$ cat config.mk
export PLATFORM = sky130hd
export DESIGN_NAME = lc3_mem_ctrl
export DESIGN_NICKNAME = d
export VERILOG_FILES = /design/src/rtl/lc3_pkg.sv /design/src/rtl/lc3_mmio_decode.sv /design/src/rtl/lc3_mem_ctrl.sv
export SDC_FILE = /design/constraint.sdc
export NUM_CORES = 1
export LEC_CHECK = 0
export CAP_MARGIN = 10
export CELL_PAD_IN_SITES_DETAIL_PLACEMENT = 1
export CELL_PAD_IN_SITES_GLOBAL_PLACEMENT = 1
export CORE_UTILIZATION = 23
export CTS_CLUSTER_DIAMETER = 200
export DETAILED_ROUTE_END_ITERATION = 7
export PLACE_DENSITY_LB_ADDON = 0.1
export SYNTH_ARGS = -nofsm -noshare
export SYNTH_HDL_FRONTEND = slang
export SYNTH_SLANG_ARGS = --single-unit
$ cat constraint.sdc
create_clock -name clk -period 2.53 [get_ports clk]
set_input_delay 0.506 -clock clk [delete_from_list [all_inputs] [get_ports clk]]
set_output_delay 0.506 -clock clk [all_outputs]
set_load 0.05 [all_outputs]
$ cat src/rtl/lc3_pkg.sv
// Shared definitions for the LC-3 memory controller: FSM state encoding and
// memory-mapped I/O register addresses.
package lc3_pkg;

  typedef enum logic [1:0] {
    ST_IDLE   = 2'd0,
    ST_ACCESS = 2'd1,
    ST_DONE   = 2'd2
  } state_e;

  localparam logic [15:0] KBSR_A = 16'hFE00;
  localparam logic [15:0] KBDR_A = 16'hFE02;
  localparam logic [15:0] DSR_A  = 16'hFE04;
  localparam logic [15:0] DDR_A  = 16'hFE06;

endpackage

$ cat src/rtl/lc3_mmio_decode.sv
// MMIO decode for the LC-3 keyboard/display registers: address hit, read
// data mux, and the registered kbd_ack / dsp_valid pulses and display char.
module lc3_mmio_decode
  import lc3_pkg::*;
#(
  parameter int unsigned DATA_W = 16
) (
  input  logic              clk,
  input  logic              rst_n,
  input  logic [DATA_W-1:0] addr_i,
  input  logic              start_i,
  input  logic              rw_i,
  input  logic [7:0]        wdata_i,
  input  logic [7:0]        kbd_data_i,
  input  logic              kbd_valid_i,
  input  logic              dsp_ready_i,
  output logic              hit_o,
  output logic              rd_upd_o,
  output logic [DATA_W-1:0] rdata_o,
  output logic              kbd_ack_o,
  output logic [7:0]        dsp_data_o,
  output logic              dsp_valid_o
);

  logic       is_kbsr, is_kbdr, is_dsr, is_ddr;
  logic       kbd_ack_q, dsp_valid_q;
  logic [7:0] dsp_data_q;

  assign is_kbsr = (addr_i == DATA_W'(KBSR_A));
  assign is_kbdr = (addr_i == DATA_W'(KBDR_A));
  assign is_dsr  = (addr_i == DATA_W'(DSR_A));
  assign is_ddr  = (addr_i == DATA_W'(DDR_A));

  assign hit_o    = is_kbsr | is_kbdr | is_dsr | is_ddr;
  // DDR is write-only, so a read of it leaves MDR alone
  assign rd_upd_o = hit_o & ~rw_i & ~is_ddr;

  // Read data for the status/data registers
  always_comb begin
    rdata_o = '0;
    if (is_kbsr)      rdata_o[DATA_W-1] = kbd_valid_i;
    else if (is_kbdr) rdata_o[7:0]      = kbd_data_i;
    else if (is_dsr)  rdata_o[DATA_W-1] = dsp_ready_i;
  end

  // One-cycle handshake pulses and the display character register
  always_ff @(posedge clk or negedge rst_n) begin
    if (!rst_n) begin
      kbd_ack_q   <= 1'b0;
      dsp_valid_q <= 1'b0;
      dsp_data_q  <= '0;
    end else begin
      kbd_ack_q   <= start_i & ~rw_i & is_kbdr;
      dsp_valid_q <= start_i & rw_i & is_ddr;
      if (start_i && rw_i && is_ddr) dsp_data_q <= wdata_i;
    end
  end

  assign kbd_ack_o   = kbd_ack_q;
  assign dsp_valid_o = dsp_valid_q;
  assign dsp_data_o  = dsp_data_q;

endmodule

$ cat src/rtl/lc3_mem_ctrl.sv
// LC-3 memory controller: MAR/MDR plus a one-access-per-request FSM against a
// req/ack memory port, raising R (ready) when the access ends. Accesses that
// see no ack within MAX_WAIT cycles abort with a sticky mem_err.
// Define LC3_MMIO_EN to decode the keyboard/display registers at FE00-FE06.
module lc3_mem_ctrl
  import lc3_pkg::*;
#(
  parameter int unsigned DATA_W   = 16,
  parameter int unsigned MAX_WAIT = 255
) (
  input  logic              clk,
  input  logic              rst_n,
  input  logic              ld_mar,
  input  logic              ld_mdr,
  input  logic [DATA_W-1:0] mar_in,
  input  logic [DATA_W-1:0] mdr_in,
  input  logic              mio_en,
  input  logic              r_w,
  input  logic              err_clr,
  output logic [DATA_W-1:0] mar_out,
  output logic [DATA_W-1:0] mdr_out,
  output logic              ready,
  output logic              mem_err,
  output logic              mem_req,
  output logic              mem_we,
  output logic [DATA_W-1:0] mem_addr,
  output logic [DATA_W-1:0] mem_wdata,
  input  logic [DATA_W-1:0] mem_rdata,
  input  logic              mem_ack,
  input  logic [7:0]        kbd_data,
  input  logic              kbd_valid,
  output logic              kbd_ack,
  input  logic              dsp_ready,
  output logic [7:0]        dsp_data,
  output logic              dsp_valid
);

  localparam int unsigned     CW      = (MAX_WAIT > 1) ? $clog2(MAX_WAIT + 1) : 1;
  localparam logic [CW-1:0]   CNT_MAX = CW'(MAX_WAIT - 1);

  state_e            state_q, state_d;
  logic [DATA_W-1:0] mar_q, mar_d, mdr_q, mdr_d;
  logic [DATA_W-1:0] addr_q, addr_d, wdata_q, wdata_d;
  logic              rw_q, rw_d, req_q, req_d, we_q, we_d, err_q, err_d;
  logic [CW-1:0]     cnt_q, cnt_d;

  logic              mmio_hit, mmio_rd_upd;
  logic [DATA_W-1:0] mmio_rdata;

`ifdef LC3_MMIO_EN
  logic mmio_start;
  assign mmio_start = (state_q == ST_IDLE) && mio_en;

  lc3_mmio_decode #(.DATA_W(DATA_W)) u_mmio (
    .clk         (clk),
    .rst_n       (rst_n),
    .addr_i      (mar_q),
    .start_i     (mmio_start),
    .rw_i        (r_w),
    .wdata_i     (mdr_q[7:0]),
    .kbd_data_i  (kbd_data),
    .kbd_valid_i (kbd_valid),
    .dsp_ready_i (dsp_ready),
    .hit_o       (mmio_hit),
    .rd_upd_o    (mmio_rd_upd),
    .rdata_o     (mmio_rdata),
    .kbd_ack_o   (kbd_ack),
    .dsp_data_o  (dsp_data),
    .dsp_valid_o (dsp_valid)
  );
`else
  assign mmio_hit    = 1'b0;
  assign mmio_rd_upd = 1'b0;
  assign mmio_rdata  = '0;
  assign kbd_ack     = 1'b0;
  assign dsp_data    = '0;
  assign dsp_valid   = 1'b0;
  logic unused_mmio;
  assign unused_mmio = ^{kbd_data, kbd_valid, dsp_ready};
`endif

  // Next-state, register loads and memory-port updates
  always_comb begin
    state_d = state_q;
    mar_d   = mar_q;
    mdr_d   = mdr_q;
    addr_d  = addr_q;
    wdata_d = wdata_q;
    rw_d    = rw_q;
    req_d   = req_q;
    we_d    = we_q;
    cnt_d   = cnt_q;
    err_d   = err_q;
    // Clear first so a timeout on the same cycle still sets the flag
    if (err_clr) err_d = 1'b0;
    unique case (state_q)
      ST_IDLE: begin
        if (ld_mar) mar_d = mar_in;
        if (ld_mdr) mdr_d = mdr_in;
        if (mio_en) begin
          rw_d = r_w;
          if (mmio_hit) begin
            if (mmio_rd_upd) mdr_d = mmio_rdata;
            state_d = ST_DONE;
          end else begin
            // Old MAR/MDR are issued even if a load happens this cycle
            req_d   = 1'b1;
            we_d    = r_w;
            addr_d  = mar_q;
            wdata_d = mdr_q;
            cnt_d   = '0;
            state_d = ST_ACCESS;
          end
        end
      end
      ST_ACCESS: begin
        if (mem_ack) begin
          if (!rw_q) mdr_d = mem_rdata;
          req_d   = 1'b0;
          we_d    = 1'b0;
          state_d = ST_DONE;
        end else if (cnt_q == CNT_MAX) begin
          err_d = 1'b1;
          if (!rw_q) mdr_d = '0;
          req_d   = 1'b0;
          we_d    = 1'b0;
          state_d = ST_DONE;
        end else begin
          cnt_d = cnt_q + CW'(1);
        end
      end
      ST_DONE: begin
        if (ld_mar) mar_d = mar_in;
        if (ld_mdr) mdr_d = mdr_in;
        if (!mio_en) state_d = ST_IDLE;
      end
      default: state_d = ST_IDLE;
    endcase
  end

  // State and datapath registers
  always_ff @(posedge clk or negedge rst_n) begin
    if (!rst_n) begin
      state_q <= ST_IDLE;
      mar_q   <= '0;
      mdr_q   <= '0;
      addr_q  <= '0;
      wdata_q <= '0;
      rw_q    <= 1'b0;
      req_q   <= 1'b0;
      we_q    <= 1'b0;
      cnt_q   <= '0;
      err_q   <= 1'b0;
    end else begin
      state_q <= state_d;
      mar_q   <= mar_d;
      mdr_q   <= mdr_d;
      addr_q  <= addr_d;
      wdata_q <= wdata_d;
      rw_q    <= rw_d;
      req_q   <= req_d;
      we_q    <= we_d;
      cnt_q   <= cnt_d;
      err_q   <= err_d;
    end
  end

  assign mar_out   = mar_q;
  assign mdr_out   = mdr_q;
  assign ready     = (state_q == ST_DONE);
  assign mem_err   = err_q;
  assign mem_req   = req_q;
  assign mem_we    = we_q;
  assign mem_addr  = addr_q;
  assign mem_wdata = wdata_q;

endmodule

### After elaboration in Yosys (flattened, before gate mapping)

Cells that the tools add are included.
W data, S select, Z words.

* $add $sub $neg: 1
* equality and inequality tests: 10
* muxes and demuxes: 25
* reduce and logical (&&, ||, !) cells: 10

Operators by type and width (count)
* $mux W16: 5
* $pmux W16 S2: 1
* $mux W8: 3
* $pmux W8 S2: 1
* $ne A2 B2 Y1 const B: 5
* $add A8 B1 Y8 const B: 1
* $eq A8 B8 Y1 const B: 1
* $mux W1: 8
* $mux W2: 4
* $reduce_and A4 Y1: 2
* $pmux W2 S3: 1
* $reduce_and A3 Y1: 2
* $pmux W1 S2: 2
* $reduce_and A2 Y1: 2
* $reduce_bool A2 Y1: 2
* $ne A3 B3 Y1 const B: 1
* $eq A2 B1 Y1 const B: 1
* $eq A2 B2 Y1 const B: 1
* $logic_not A2 Y1: 1
* $ne A2 B1 Y1 const B: 1
* $reduce_or A2 Y1: 1

* flip-flop bits (word level): 78
* input bits: 66
* output and inout port bits: 78
* logic and storage cells: 56

### Longest topological paths before layout

* word-level depth: 4
* mapped depth: 8
* gate-level depth less buffers: 6

### Worst setup path after synthesis

OpenSTA, ideal clock, no wires.

* kind: reg2out
* from: register state_q[0]
* to: output port ready
* arrival time: 1.504 ns
* data required time: 2.024 ns
* path slack: 0.520 ns
* cell stages (with the launch flop): 4
* cell sequence: dfrtp_1 > clkbuf_1 > clkbuf_2 > nor2_1

* word-level cells in the longest chain between the ends: 1

RTL lines
* start: declaration: RTL line lc3_mem_ctrl.sv:41 `state_e state_q, state_d;`
* start signal: assignment: RTL line lc3_mem_ctrl.sv:155 `state_q <= state_d;`
* $eq A2 B2 Y1: RTL line lc3_mem_ctrl.sv:170 `assign ready = (state_q == ST_DONE);`
* end: declaration: RTL line lc3_mem_ctrl.sv:22 `output logic ready,`

Every way passes these cells.

### Worst setup path in the final report

* from: register mdr_q[14], in the netlist mdr_out[14]
* to: output port mdr_out[14]

RTL lines
* start: declaration: RTL line lc3_mem_ctrl.sv:42 `logic [DATA_W-1:0] mar_q, mar_d, mdr_q, mdr_d;`
* start signal: assignment: RTL line lc3_mem_ctrl.sv:157 `mdr_q <= mdr_d;`
* end: declaration: RTL line lc3_mem_ctrl.sv:21 `output logic [DATA_W-1:0] mdr_out,`

No word-level cell between the ends.

==> results.md <==
* Crit-path cells: clkdlybuf4s50_1
* Crit end category: output pin
* Area after DPL at 0.00488 mm2
* Clock Path Buffers at 2
* # diodes at 0
* Sequential share of the synthesized area at 0.567
* Worst Clk Skew at 0.00736 ns
* CP Data Arrival Time at 1.58 ns
* Initial antenna violation count at 0
* Row Count at 44
* Status: complete, no violations
* GPL Wtd Cong at 0.746
* DRC at 0
* Fraction of layout cells with a size suffix above 1 at 0.125
* Hold Path Class: input pin to asynchronous set/reset pin
* Total track usage at 0.141
* M2 GR Usage at 0.222
* Power Density at 1460 mW/mm2
* Most common cell after layout, fill and taps aside: clkdlybuf4s50_1
* Crit path buf inv count at 1
* Cells after Synth at 350
* CTS H-tree depth at 3
* Worst Reg-to-Reg Cells at 7
* Global routing usage on met1 at 0.174
* DR iter-0 viols at 92
* Core Area at 0.0146 mm2
* Largest net degree at the start of global routing at 54
* GRT busiest layer: met2
* Final net count at 544
* Die ar. at 0.0155 mm2
* Worst setup margin at 0.445 ns
* Leakage at 2.28 nW
* Slew of the pin with the lowest slew margin at 0.560 ns
* CP peak stage delay at 0.86 ns
* Crit Path Class: register to output pin
* Setup Fix Bufs, Post-CTS at 0
* HPWL Detailed at 7380 um
* Critical path's slowest cell: clkdlybuf4s50_1
* R2R Setup Slk at 0.68 ns
* Pre-CTS WS at 0.340 ns
* R2r startpoint: cnt_q[0]$_DFFE_PN0P_
* Total iterations of the first detailed-routing run at 4
* Post-CTS Resized at 0
* Via density at 4.33
* Port bufs at 123
* Yosys top cell by area: dfrtp_1
* RSZ-0062 raised after global routing: false
* # setup viols final at 0
* Reg clk slew, reported paths at 0.06 ns
* Synthesized cell area at 0.00344 mm2
* Ports at 144
* CP Data Required Time at 2.02 ns
* Max FO, Critical Path at 3
* Reg-to-reg endpoint: mdr_out[4]$_DFFE_PN0P_
* Max capacitance violation total at 0
* Post-synth cell types at 34
* Post-CTS Hold Fix Bufs at 0
* Clock Latency Late Sink at 0.35 ns
* Most frequent cells in the layout: 121 x clkdlybuf4s50_1, 109 x nand2_1, 78 x dfrtp_1
* Setup crit start kind: register
* #FFs+latches synth at 78
* Total grt overflow at 0
* Main synth FF type: dfrtp_1
* Number of enable flip-flop cells after synthesis at 0
* DIE HEIGHT at 124 um
* Crit-path leading delay family: buffers and inverters
* Die width at 124 um
* TritonCTS Buffers at 9
* Final wirelength at 10300 um
* Fraction of registers with async set/reset at 1.00
* Mean Syn Cell Area at 9.84 um2
* Ys Warns at 0
* Fmax at 480 MHz
* Final core occ at 0.354
* Area Overhead vs Synth at 50.0%
* Mean routed wirelength per cell at 15.4 um
* Vias in the first global route at 3005
* Final instance area at 0.00517 mm2
* Final hold violation count at 0
* Power consumption at 7.55 mW
* Sink Count at 78
* Max VDD drop at 0.467 mV
* Final Cycle Share at 0.824
* Post-synth top area share at 0.567
* TritonCTS clock tree: built
* Routed Antenna Nets at 0
* Met3 GRT Util at 0.0644
* Tmin final at 2.08 ns
* Vias at 2877
* Rel. slew slack at 0.626
* Setup TNS at 0 ns
* Pins Over Slew Limit at 0
* Top cells by area, synth: dfrtp_1 57%, nand2_1 12%, mux2_2 5.2%, o21ai_0 3.9%, nor2b_1 3.3%
* Clock Tree Root: clkbuf_16
* Global-route wire length before repair at 16900 um
* Initial Utilization at 0.236
[worst max path at each step]
| stage | start | endpoint | slack (ns) | cells past startpoint |
|---|---|---|---|---|
| 2_1_floorplan | state_q[0]$_DFFE_PN0P_ | ready | 0.52 | 3 |
| 3_3_place_gp | mem_ack | mdr_out[10]$_DFFE_PN0P_ | 0.36 | 5 |
| 3_5_place_dp | mem_ack | mdr_out[0]$_DFFE_PN0P_ | 0.34 | 6 |
| 4_1_cts | mdr_out[14]$_DFFE_PN0P_ | mdr_out[14] | 0.43 | 1 |
| 5_1_grt | mdr_out[8]$_DFFE_PN0P_ | mdr_out[8] | 0.39 | 1 |
| 6_report | mdr_out[14]$_DFFE_PN0P_ | mdr_out[14] | 0.45 | 1 |
[cells in the mapped netlist (2+ instances only)]
library cell and count:
nand2_1 109, o21a_1 2, o21ai_0 27, buf_2 4
nor2b_1 18, o21ai_2 10, and2_1 2, buf_6 2
ha_1 2, nand4_1 3, nor2_1 10, mux2_2 16
a31oi_1 2, mux2i_1 4, clkbuf_1 11, dfrtp_1 78
buf_4 11, inv_1 5, a211oi_1 4, a21oi_1 16
[state kept, by name, summed over array words and instances, names as in the netlist]
name and flops:
mem_addr 16, cnt_q 8, mem_wdata 16, mem_we 1
state_q 2, mem_req 1, mem_err 1, mdr_out 16
mar_out 16, rw_q 1
[per-stage QoR]
step	hold slack (ns)	std cells
after floorplan	0.210	359
after global placement	0.452	649
after detailed placement	0.453	649
after CTS	0.0720	665
after global routing	0.0884	665
final	0.0748	665
[kinds of logic (layout without fill, tap and decap cells)]
kind of cell               after synthesis  after routing  synth area share
AOI/OAI and AO/OA                       63             63             0.109
adders and majority gates                2              2           0.00726
buffers and inverters                   34            156            0.0552
DFF                                     78             78             0.567
muxes                                   20             20            0.0639
other                                    1             10           0.00109
and+or+nand+nor                        152            152             0.197
[layout make-up]
class,count,area [um2]
flip-flops and latches,78,1950
clock buffers,9,225
repair buffers,135,1340
inverters,5,18.8
clock inverters,7,57.6
multi-input cells,247,1340
fillers,1621,9420
well taps,184,230
[layer usage]
layer,wire length (um),vias to the layer above
li1,-,1380
met5,0,-
met3,718,8
met4,102,0
met1,4730,1400
met2,4710,89
[power by group]
part	total [mW]	switching, mW	leakage, nW	internal (mW)
Sequential	2.15	0.382	0.977	1.77
Combinational	4.16	2.77	1.17	1.39
Clock	1.24	0.562	0.134	0.676
Note: power is estimated with default switching activity, not from simulation.
